[src/rtl/dpram_fifo_ctrl.sv]
// dpram_fifo_ctrl: synchronous FIFO controller driving a dual-port RAM
// (port A write, port B read) with a 2-entry skid buffer that hides the
// RAM's 1-cycle read latency and gives a first-word-fall-through output.
// Optional feature macro: DPRAM_FIFO_ALMOST_EN adds a registered
// almost_full_out flag (level_out >= AF_THRESH).
module dpram_fifo_ctrl #(
   parameter int DWIDTH    = 32,
   parameter int AWIDTH    = 5,
   parameter int AF_THRESH = 28
) (
   input  logic              clk_in,
   input  logic              rst_in,
   input  logic              wr_valid_in,
   output logic              wr_ready_out,
   input  logic [DWIDTH-1:0] wr_data_in,
   output logic              rd_valid_out,
   input  logic              rd_ready_in,
   output logic [DWIDTH-1:0] rd_data_out,
   output logic [AWIDTH+1:0] level_out,
   output logic              en_a_out,
   output logic              we_a_out,
   output logic [AWIDTH-1:0] addr_a_out,
   output logic [DWIDTH-1:0] d_a_out,
   output logic              en_b_out,
   output logic              we_b_out,
   output logic [AWIDTH-1:0] addr_b_out,
   input  logic [DWIDTH-1:0] d_b_in
`ifdef DPRAM_FIFO_ALMOST_EN
   ,
   output logic              almost_full_out
`endif
);

   localparam int              DEPTH   = 2**AWIDTH;
   localparam logic [AWIDTH:0] DEPTH_P = (AWIDTH+1)'(DEPTH);

   logic [AWIDTH:0]   wptr_q, wptr_d;
   logic [AWIDTH:0]   rptr_q, rptr_d;
   logic [AWIDTH:0]   ram_cnt, ram_cnt_d;
   logic              inflight_q, inflight_d;
   logic [1:0]        skid_cnt_q, skid_cnt_d;
   logic [DWIDTH-1:0] skid0_q, skid0_d;
   logic [DWIDTH-1:0] skid1_q, skid1_d;
   logic [AWIDTH+1:0] level_q, level_d;
   logic              wr_fire, rd_pop, rd_issue;
   logic [2:0]        occ_after_pop;

   // Words in RAM; wrap bit makes full and empty distinguishable.
   assign ram_cnt      = wptr_q - rptr_q;
   assign wr_ready_out = (ram_cnt != DEPTH_P);
   assign wr_fire      = wr_valid_in & wr_ready_out;

   assign rd_valid_out = (skid_cnt_q != 2'd0);
   assign rd_data_out  = skid0_q;
   assign rd_pop       = rd_valid_out & rd_ready_in;

   // Skid slots committed once this cycle's pop is taken into account.
   assign occ_after_pop = {1'b0, skid_cnt_q} + {2'b00, inflight_q} - {2'b00, rd_pop};
   // Registered wptr means a word is issuable one cycle after its write,
   // so ports A and B never touch the same address in the same cycle.
   assign rd_issue      = (ram_cnt != '0) && (occ_after_pop < 3'd2);

   assign en_a_out   = wr_fire;
   assign we_a_out   = wr_fire;
   assign addr_a_out = wr_fire ? wptr_q[AWIDTH-1:0] : '0;
   assign d_a_out    = wr_fire ? wr_data_in : '0;

   assign en_b_out   = rd_issue;
   assign we_b_out   = 1'b0;
   assign addr_b_out = rd_issue ? rptr_q[AWIDTH-1:0] : '0;

   assign level_out  = level_q;

   // Next-state: pointers, in-flight flag, skid shift/capture and level.
   always_comb begin
      wptr_d     = wptr_q + (AWIDTH+1)'(wr_fire);
      rptr_d     = rptr_q + (AWIDTH+1)'(rd_issue);
      inflight_d = rd_issue;
      skid0_d    = skid0_q;
      skid1_d    = skid1_q;
      skid_cnt_d = skid_cnt_q;
      // Pop first, then capture into the first free slot; a simultaneous
      // pop and capture leaves the count unchanged.
      if (rd_pop) begin
         skid0_d    = skid1_q;
         skid_cnt_d = skid_cnt_q - 2'd1;
      end
      if (inflight_q) begin
         if (skid_cnt_d == 2'd0) begin
            skid0_d = d_b_in;
         end else begin
            skid1_d = d_b_in;
         end
         skid_cnt_d = skid_cnt_d + 2'd1;
      end
      ram_cnt_d = wptr_d - rptr_d;
      level_d   = (AWIDTH+2)'(ram_cnt_d) + (AWIDTH+2)'(inflight_d)
                + (AWIDTH+2)'(skid_cnt_d);
   end

   // State registers with synchronous reset; in-flight read data is dropped.
   always_ff @(posedge clk_in) begin
      if (rst_in) begin
         wptr_q     <= '0;
         rptr_q     <= '0;
         inflight_q <= 1'b0;
         skid_cnt_q <= 2'd0;
         skid0_q    <= '0;
         skid1_q    <= '0;
         level_q    <= '0;
      end else begin
         wptr_q     <= wptr_d;
         rptr_q     <= rptr_d;
         inflight_q <= inflight_d;
         skid_cnt_q <= skid_cnt_d;
         skid0_q    <= skid0_d;
         skid1_q    <= skid1_d;
         level_q    <= level_d;
      end
   end

`ifdef DPRAM_FIFO_ALMOST_EN
   localparam logic [AWIDTH+1:0] AF_LVL = (AWIDTH+2)'(AF_THRESH);
   logic af_q;

   // Almost-full flag tracks the next level so it aligns with level_out.
   always_ff @(posedge clk_in) begin
      if (rst_in) begin
         af_q <= 1'b0;
      end else begin
         af_q <= (level_d >= AF_LVL);
      end
   end

   assign almost_full_out = af_q;
`endif

endmodule
[config.mk]
export PLATFORM = sky130hd
export DESIGN_NAME = dpram_fifo_ctrl
export DESIGN_NICKNAME = d
export VERILOG_FILES = /design/src/rtl/dpram_fifo_ctrl.sv
export SDC_FILE = /design/constraint.sdc
export NUM_CORES = 1
export LEC_CHECK = 0
export ABC_AREA = 1
export BUFFER_PORTS_ARGS = -buffer_cell sky130_fd_sc_hd__buf_4
export CORE_MARGIN = 2
export CORE_UTILIZATION = 50
export DETAILED_ROUTE_END_ITERATION = 16
export PLACE_DENSITY_LB_ADDON = 0.12
export SETUP_SLACK_MARGIN = 0.4
export SYNTH_ARGS = -nofsm -noshare
export SYNTH_HDL_FRONTEND = slang
export SYNTH_SLANG_ARGS = --single-unit
export TNS_END_PERCENT = 30
[constraint.sdc]
create_clock -name clk_in -period 5.94 [get_ports clk_in]
set_input_delay 0.891 -clock clk_in [delete_from_list [all_inputs] [get_ports clk_in]]
set_output_delay 0.891 -clock clk_in [all_outputs]
set_load 0.02 [all_outputs]
==> impl_metrics.py, run 1 <==
metrics = {
    "outcome": {
        "status": "completed",
    },
    "global_route": {
        "grt_max_degree": 69,
        "grt_antenna_before_repair": 0,
        "grt_pass1_vias": 4168,
        "overflow": 0,
        "grt_pass1_wl_um": 18600,
        "gr-usage-all-layers_pct": 22.7,
    },
    "clocking": {
        "cts-root-buf": "clkbuf_8",
        "postCtsHoldBufs": 0,
        "clk_path_buf_depth": 2,
        "ctsResizeCount": 0,
        "cts_tree": "done",
        "h-tree-depth": 3,
        "cts_inserted_buffers": 9,
        "postCtsSetupBuffers": 0,
        "clk_pin_slew_worst_paths_ns": 0.09,
        "clock_latency_ns": 0.35,
        "clkSinkCount": 86,
    },
    "sta": {
        "layout_setup_ws_ns": 1.23,
        "rsz0062_at_grt": "no",
        "fmax_ghz": 0.212,
        "finClkSkew_ns": 0.0156,
        "relSlewSlack_pct": 22.8,
        "finalSetupTns_ns": 0,
        "setup_viol_count_final": 0,
        "worst_slew_pin_slew_ns": 1.16,
        "finalHoldViolations": 0,
        "layout_min_cycle_time_ns": 4.71,
        "fin_crit_sh_pct": 79.3,
        "finalMaxSlewViolations": 0,
    },
    "yosys": {
        "syn_area_um2": 4470,
        "yosys-top-cells-area": "dfxtp_1 39%, nor2_1 11%, inv_1 9.5%",
        "synth_top_area_cell": "dfxtp_1",
        "ys_ff_latch": 86,
        "yosysWarnings": 0,
        "avgSynthCellArea_um2": 6.85,
        "synth-seq-area-share_pct": 38.5,
        "netlist_instances": 652,
        "syn_nets": 743,
        "synth_top_area_share_pct": 38.5,
        "ys_types": 30,
    },
    "layout": {
        "mostFrequentLayoutCell": "buf_4",
        "final_nets": 878,
        "nFillCells": 774,
        "mostFrequentLayoutCells": "156 x buf_4, 129 x nor2_1, 112 x inv_1",
        "diodes": 0,
        "drive_above_1_share_pct": 23.6,
        "syn2layout_area_growth_pct": 30.2,
    },
    "drt": {
        "wl_um": 11200,
        "via_count": 4502,
        "wl_per_cell_um": 12.4,
        "ant_nets": 0,
        "first_pass_iters": 4,
        "drc": 0,
        "via_per_inst": 5.00,
        "drtIter0Drc": 140,
    },
    "flow_run": {
        "drv_cap": 0,
    },
    "critical_path": {
        "start_kind": "register",
        "timing.rr.start": "skid_cnt_q[1]$_SDFF_PP0_",
        "critPathRequiredTime_ns": 6.19,
        "crit_slowest_cell": "fa_1",
        "max_stage_delay_ns": 0.60,
        "rrSetupSlack_ns": 1.23,
        "ff2ff_path_depth": 27,
        "cp_data_arrival_time_ns": 4.96,
        "path_class": "reg2reg",
        "critPathMaxFanout": 7,
        "crit_start": "skid_cnt_q[1]$_SDFF_PP0_",
        "endpoint_kind": "register",
        "cpMostUsedCell": "inv_1",
        "rr_endpoint": "level_out[5]$_SDFF_PP0_",
    },
    "worst_hold_path": {
        "min_from": "skid1_q[1]$_SDFFE_PP0P_",
        "hold_depth": 2,
        "min_to": "skid1_q[1]$_SDFFE_PP0P_",
        "hp-class": "reg2reg",
    },
    "floorplanning": {
        "core_um2": 8680,
        "num_io_pins": 155,
        "dieWidth_um": 98.5,
        "die-area_um2": 9710,
        "initial_core_util_pct": 51.5,
        "rows": 34,
        "die_h_um": 98.5,
    },
    "placement": {
        "pre_cts_slack_ns": 0.886,
        "portBuffers": 153,
        "gp_congestion": 0.881,
        "dpl.hpwl_um": 8140,
    },
    "power_and_ir_drop": {
        "pwr-share-comb_pct": 57.4,
        "ir_drop_mv": 0.350,
        "power_density_nw_per_um2": 525,
        "intPower_mw": 1.67,
        "p_total_mw": 3.05,
        "swShare_pct": 45.4,
        "pwr-share-clk_pct": 12.9,
        "pwr-share-seq_pct": 29.7,
        "switchingPower_mw": 1.39,
        "leakagePower_nw": 3.24,
    },
}
power groups by stage:
stage,logic [mW],clock network [mW],registers (mW)
after global placement,1.71,0,0.911
after global routing,1.99,0.423,0.934
after detailed placement,1.75,0,0.918
after floorplan,1.10,0,1.03
final,1.75,0.394,0.907
after CTS,1.77,0.403,0.907
through the flow:
step                instances  instance area [um2]  hold slack [ns]  util (%)
global route              900                 5820            0.540      67.0
floorplan                 652                 4470            0.478         -
detailed placement        884                 5630            0.497      64.8
finish                    900                 5820            0.521      67.0
global placement          884                 5630            0.492      64.8
CTS                       900                 5820            0.521      67.0
worst max path at each step:
stage,to,slack [ns],cells past startpoint
floorplan,level_out[5]$_SDFF_PP0_,0.79,25
global placement,level_out[5]$_SDFF_PP0_,1.03,25
detailed placement,level_out[5]$_SDFF_PP0_,0.89,25
CTS,level_out[5]$_SDFF_PP0_,1.21,27
global route,level_out[5]$_SDFF_PP0_,0.89,27
finish,level_out[5]$_SDFF_PP0_,1.23,27
cell type report:
cell class	count	area, um2	share of cell area (%)
clock buffer	11	151	2.60
clock inverter	5	41.3	0.710
inverter	113	424	7.29
multi-input combinational	421	2170	37.4
sequential	86	1720	29.6
tap	108	135	2.32
timing repair buffer	156	1170	20.1
cells by family after synthesis:
family	Yosys count	synth area share, %
buffers and inverters	145	13.0
DFF	86	38.5
xor gates and xnor gates	8	1.57
other	1	0.0839
AOI/OAI and AO/OA	85	12.0
adders and majority gates	23	7.11
and+or+nand+nor	304	27.8
layer usage:
layer	track usage, %	wire length (um)
met2	39.9	5550
met4	6.43	108
met1	28.6	4780
met3	4.18	755
met5	0	0
cells in the mapped netlist:
cell and n:
inv_1 113, fa_1 4, buf_2 4, nand3_2 1, nand4_1 3, buf_4 2
o21ai_2 1, ha_1 19, o211ai_1 32, o21ai_0 39, or2_2 1, o21bai_1 2
xor2_1 6, nand3b_1 2, nor2_2 4, buf_1 1, clkbuf_1 22, conb_1 1
nand2_1 112, o21a_1 1, o21ai_4 1, buf_6 3, dfxtp_1 86, o21bai_2 1
xnor2_1 2, a21oi_1 8, nor3_1 2, nor2_1 130, nand2_2 3, nand3_1 46
registers in the layout (all words and copies together), names as in the netlist:
name,count
rd_data_out,32
skid1_q,32
level_out,7
rptr_q,6
wptr_q,6
skid_cnt_q,2
inflight_q,1
worst max-delay path: cells and delay by family, from the launching register on:
kind                       cells  cell delay (ns)
and+or+nand+nor                9             0.82
DFF                            1             0.39
buffers and inverters          8             0.57
adders and majority gates      8             2.40
AOI/OAI and AO/OA              2             0.46
(Power assumes the default switching activity.)
==> inputs of run 2 (changes only) <==
==> constraint.sdc (replaced) <==
create_clock -name clk_in -period 4.5 [get_ports clk_in]
set_input_delay 0.675 -clock clk_in [delete_from_list [all_inputs] [get_ports clk_in]]
set_output_delay 0.675 -clock clk_in [all_outputs]
set_load 0.02 [all_outputs]
==> run 2 against run 1 <==
Effect of this change: first-iteration DRC count grew 40%; sequential share of layout area shrank 1.1 points; combinational power grew 46%; core utilization grew 2.8 points; fmax grew 19%; worst hold slack lost 0.0032 ns; final area grew 4.2%.
==> impl_metrics.py, run 2 (synthesis gave the netlist of run 1 again) <==
metrics = {
    "outcome": {
        "status": "completed",
    },
    "sta": {
        "relSlewSlack_pct": 22.9,
        "finalMaxSlewViolations": 0,
        "finClkSkew_ns": 0.0156,
        "finalSetupTns_ns": 0,
        "rsz0062_at_grt": "no",
        "fmax_ghz": 0.252,
        "layout_setup_ws_ns": 0.533,
        "layout_min_cycle_time_ns": 3.97,
        "hold-worst-slack_ns": 0.517,
        "fin_crit_sh_pct": 88.2,
        "setup_viol_count_final": 0,
        "worst_slew_pin_slew_ns": 1.15,
        "finalHoldViolations": 0,
    },
    "clocking": {
        "clkSinkCount": 86,
        "clk_path_buf_depth": 2,
        "cts_tree": "done",
        "cts_inserted_buffers": 9,
        "cts-root-buf": "clkbuf_8",
        "h-tree-depth": 3,
        "clock_latency_ns": 0.35,
        "postCtsHoldBufs": 0,
        "clk_pin_slew_worst_paths_ns": 0.09,
    },
    "critical_path": {
        "cp_data_arrival_time_ns": 4.21,
        "critPathRequiredTime_ns": 4.74,
        "endpoint_kind": "register",
        "critPathMaxFanout": 4,
        "start_kind": "register",
        "path_class": "reg2reg",
    },
    "global_route": {
        "gr-usage-all-layers_pct": 22.7,
        "overflow": 0,
        "grt_pass1_wl_um": 18400,
        "grt_max_degree": 69,
        "grt_pass1_vias": 4043,
        "grt_antenna_before_repair": 0,
    },
    "drt": {
        "drc": 0,
        "dr_wl_met2_um": 5630,
        "ant_nets": 0,
        "first_pass_iters": 5,
        "met1_length_um": 4720,
        "via_per_inst": 4.93,
        "wl_um": 11300,
        "via_count": 4466,
        "top_layer_used": "met4",
        "wl_met3_um": 776,
        "drtIter0Drc": 196,
        "wl_per_cell_um": 12.4,
    },
    "worst_hold_path": {
        "hp-class": "reg2reg",
    },
    "power_and_ir_drop": {
        "intPower_mw": 2.54,
        "p_total_mw": 4.46,
        "pwr-share-seq_pct": 26.9,
        "switchingPower_mw": 1.92,
        "power_density_nw_per_um2": 737,
        "swShare_pct": 43.1,
        "pwr-share-clk_pct": 15.7,
        "leakagePower_nw": 3.30,
        "pwr-share-comb_pct": 57.4,
        "ir_drop_mv": 0.443,
    },
    "layout": {
        "mostFrequentLayoutCell": "buf_4",
        "syn2layout_area_growth_pct": 35.6,
        "mostFrequentLayoutCells": "162 x buf_4, 128 x nor2_1, 110 x nand2_1",
        "final_nets": 884,
        "stdcell_count": 905,
        "drive_above_1_share_pct": 26.7,
        "diodes": 0,
    },
    "floorplanning": {
        "die_h_um": 98.5,
        "dieWidth_um": 98.5,
        "num_io_pins": 155,
        "rows": 34,
        "initial_core_util_pct": 51.5,
        "die-area_um2": 9710,
        "core_um2": 8680,
    },
    "placement": {
        "portBuffers": 153,
        "place_inst": 885,
        "dpl.hpwl_um": 8020,
        "gp_congestion": 0.819,
        "pre_cts_slack_ns": 0.267,
    },
    "flow_run": {
        "drv_cap": 0,
    },
}
-- run 2: final cells by class --
type | count | area [um2]
clock buffer | 10 | 128
clock inverter | 5 | 131
timing repair buffer | 162 | 1220
fill | 736 | 2620
inverter | 113 | 434
sequential | 86 | 1730
multi-input combinational | 421 | 2290
tap | 108 | 135
-- run 2: power by group through the flow --
stage / clock (mW) / combinational (mW) / sequential (mW)
global route: 0.741 / 2.85 / 1.23
global placement: 0 / 2.39 / 1.20
floorplan: 0 / 1.55 / 1.37
detailed placement: 0 / 2.45 / 1.21
finish: 0.699 / 2.56 / 1.20
CTS: 0.710 / 2.46 / 1.20
-- run 2: worst paths after layout --
path                                                from                       to  slack [ns]  depth (start not counted)
worst max-delay path            skid_cnt_q[1]$_SDFF_PP0_  level_out[4]$_SDFF_PP0_        0.53                         23
worst min-delay path             skid1_q[6]$_SDFFE_PP0P_  skid1_q[6]$_SDFFE_PP0P_        0.52                          2
worst max register to register  skid_cnt_q[1]$_SDFF_PP0_  level_out[4]$_SDFF_PP0_        0.53                         23
worst min register to register   skid1_q[6]$_SDFFE_PP0P_  skid1_q[6]$_SDFFE_PP0P_        0.52                          2
-- run 2: repair_timing --
item,CTS,global route
resized for setup,0,8
endpoints found under the setup margin,0,4
buffers inserted,0,5
-- run 2: critical path: stages (launching register included) --
cell,delay [ns]
dfxtp_4,0.36
inv_2,0.05
ha_4,0.15
inv_4,0.07
nand2_8,0.06
inv_6,0.05
ha_4,0.19
inv_2,0.06
ha_4,0.11
inv_2,0.03
fa_2,0.34
or2_4,0.23
nand3_2,0.05
o21bai_4,0.15
inv_4,0.06
ha_4,0.23
ha_2,0.18
fa_1,0.48
buf_4,0.16
fa_1,0.42
nor2_1,0.16
nand3_2,0.11
nor2_1,0.12
a21oi_1,0.04
-- run 2: layer usage --
layer,up-vias,global-route usage (%)
met5,-,0
met4,0,7.59
met3,15,4.04
met2,165,40.0
met1,1990,28.0
li1,2296,-
-- run 2: per-stage QoR --
stage / area (um2) / util [%]
floorplan: 4580 / -
detailed placement: 5740 / 66.1
finish: 6060 / 69.8
CTS: 6000 / 69.1
global placement: 5740 / 66.1
global route: 6060 / 69.8
==> inputs of run 3 (changes only) <==
--- a/config.mk
+++ b/config.mk
@@ -8,7 +8,7 @@
 export ABC_AREA = 1
 export BUFFER_PORTS_ARGS = -buffer_cell sky130_fd_sc_hd__buf_4
 export CORE_MARGIN = 2
-export CORE_UTILIZATION = 50
+export CORE_UTILIZATION = 38
 export DETAILED_ROUTE_END_ITERATION = 16
 export PLACE_DENSITY_LB_ADDON = 0.12
 export SETUP_SLACK_MARGIN = 0.4
==> run 3 against run 2 <==
Effect of this change: via count about the same; global-route usage fell by 4.0 points; die area is 30% higher; fmax down 0.53%; combinational power about the same; sequential share of layout area decreased by 0.37 points; critical path type unchanged; clock skew shrank 0.010 ns; power increased by 1.6%; setup slack worse by 0.021 ns; register-to-register slack worse by 0.02 ns; sequential cell count unchanged; worst hold slack worse by 0.00088 ns.
==> impl_metrics.py, run 3 (synthesis gave the netlist of run 1 again) <==
metrics = {
    "outcome": {
        "status": "completed",
    },
    "critical_path": {
        "critPathRequiredTime_ns": 4.78,
        "critPathMaxFanout": 3,
        "endpoint_kind": "register",
        "start_kind": "register",
        "cp_data_arrival_time_ns": 4.27,
        "path_class": "reg2reg",
    },
    "sta": {
        "relSlewSlack_pct": 20.7,
        "fin_crit_sh_pct": 88.6,
        "worst_slew_pin_slew_ns": 1.18,
        "setup_viol_count_final": 0,
        "layout_setup_ws_ns": 0.511,
        "finClkSkew_ns": 0.00531,
        "finalSetupTns_ns": 0,
        "layout_min_cycle_time_ns": 3.99,
        "finalMaxSlewViolations": 0,
        "finalHoldViolations": 0,
        "rsz0062_at_grt": "yes",
        "fmax_ghz": 0.251,
    },
    "floorplanning": {
        "die_h_um": 112,
        "num_io_pins": 155,
        "dieWidth_um": 112,
        "die-area_um2": 12600,
        "rows": 39,
        "core_um2": 11500,
        "initial_core_util_pct": 39.0,
    },
    "worst_hold_path": {
        "hp-class": "reg2reg",
    },
    "clocking": {
        "h-tree-depth": 3,
        "clkSinkCount": 86,
        "clock_latency_ns": 0.34,
        "cts-root-buf": "clkbuf_16",
        "cts_tree": "done",
        "cts_inserted_buffers": 9,
        "clk_path_buf_depth": 2,
        "clk_pin_slew_worst_paths_ns": 0.06,
    },
    "drt": {
        "drtIter0Drc": 180,
        "wl_per_cell_um": 12.6,
        "via_per_inst": 4.75,
        "via_count": 4462,
        "drc": 0,
        "ant_nets": 0,
        "wl_um": 11800,
        "first_pass_iters": 5,
    },
    "global_route": {
        "grt_antenna_before_repair": 0,
        "grt_pass1_wl_um": 19400,
        "overflow": 0,
        "grt_pass1_vias": 4218,
        "gr-usage-all-layers_pct": 18.7,
        "grt_max_degree": 69,
    },
    "placement": {
        "pre_cts_slack_ns": 0.253,
        "gp_congestion": 0.823,
        "dpl.hpwl_um": 8310,
        "portBuffers": 153,
    },
    "power_and_ir_drop": {
        "pwr-share-seq_pct": 26.5,
        "intPower_mw": 2.56,
        "switchingPower_mw": 1.97,
        "swShare_pct": 43.5,
        "power_density_nw_per_um2": 739,
        "pwr-share-comb_pct": 56.6,
        "ir_drop_mv": 0.357,
        "leakagePower_nw": 3.31,
        "pwr-share-clk_pct": 16.9,
    },
    "layout": {
        "drive_above_1_share_pct": 27.0,
        "final_nets": 882,
        "mostFrequentLayoutCell": "buf_4",
        "fin_util_pct": 53.6,
        "mostFrequentLayoutCells": "160 x buf_4, 127 x nor2_1, 110 x nand2_1",
        "syn2layout_area_growth_pct": 37.5,
        "diodes": 0,
    },
    "flow_run": {
        "drv_cap": 0,
    },
}
run 3: power by group through the flow:
stage / Combinational, mW / Sequential [mW] / Clock, mW
after floorplan: 1.55 / 1.37 / 0
after global placement: 2.39 / 1.21 / 0
after detailed placement: 2.45 / 1.21 / 0
after CTS: 2.46 / 1.20 / 0.782
after global routing: 2.88 / 1.23 / 0.823
final: 2.57 / 1.20 / 0.767
run 3: metal layers:
metal	wire length (um)	global-route usage (%)	part of all wire, %	vias up
li1	-	-	-	2299
met1	5170	22.4	44	2038
met2	5860	32.7	49	113
met3	665	4.91	5.6	12
met4	157	6.02	1.3	0
met5	0	0	0	-
run 3: critical path: stages, from the launching register on:
cell and delay [ns]:
dfxtp_4 0.37, inv_2 0.05, ha_4 0.16, inv_4 0.07, nand2_8 0.06, inv_6 0.05, ha_4 0.19, inv_2 0.06
ha_4 0.12, inv_2 0.03, fa_2 0.35, or2_4 0.23, nand3_2 0.05, o21bai_4 0.13, inv_4 0.05, ha_4 0.23
ha_1 0.21, fa_2 0.57, inv_1 0.05, ha_1 0.28, inv_1 0.05, nor2_2 0.08, o21ai_2 0.07, nor2_1 0.09
nand2_1 0.07, nand3_1 0.09, nand2_1 0.05, nor2_1 0.12
run 3: path summary, 6_finish.rpt:
| kind | start | end | slack (ns) | cells past startpoint |
|---|---|---|---|---|
| setup / recovery | skid_cnt_q[1]$_SDFF_PP0_ | level_out[5]$_SDFF_PP0_ | 0.51 | 27 |
| hold / removal | skid1_q[13]$_SDFFE_PP0P_ | skid1_q[13]$_SDFFE_PP0P_ | 0.52 | 2 |
| setup reg to reg | skid_cnt_q[1]$_SDFF_PP0_ | level_out[5]$_SDFF_PP0_ | 0.51 | 27 |
| hold reg to reg | skid1_q[13]$_SDFFE_PP0P_ | skid1_q[13]$_SDFFE_PP0P_ | 0.52 | 2 |
run 3: final cells by class:
cell class	count	area [um2]
inverter	113	434
clock buffer	11	243
fill	1134	5320
timing repair buffer	160	1200
sequential	86	1730
clock inverter	5	67.6
tap	143	179
multi-input combinational	421	2290
run 3: repair_timing:
action                                 CTS  global route
endpoints found under the hold margin    0             0
pin swaps                                1             1
setup buffers                            0             3
gates resized for setup                  1            10
hold buffers                             0             0
setup endpoints to repair                1             4
run 3: metrics by stage:
step | cell area [um2] | std cells | hold WS, ns | power [mW]
final | 6140 | 939 | 0.517 | 4.54
after global routing | 6140 | 939 | 0.545 | 4.94
after CTS | 6090 | 936 | 0.518 | 4.44
after detailed placement | 5780 | 920 | 0.497 | 3.66
after global placement | 5780 | 920 | 0.492 | 3.60
after floorplan | 4580 | 652 | 0.478 | 2.91
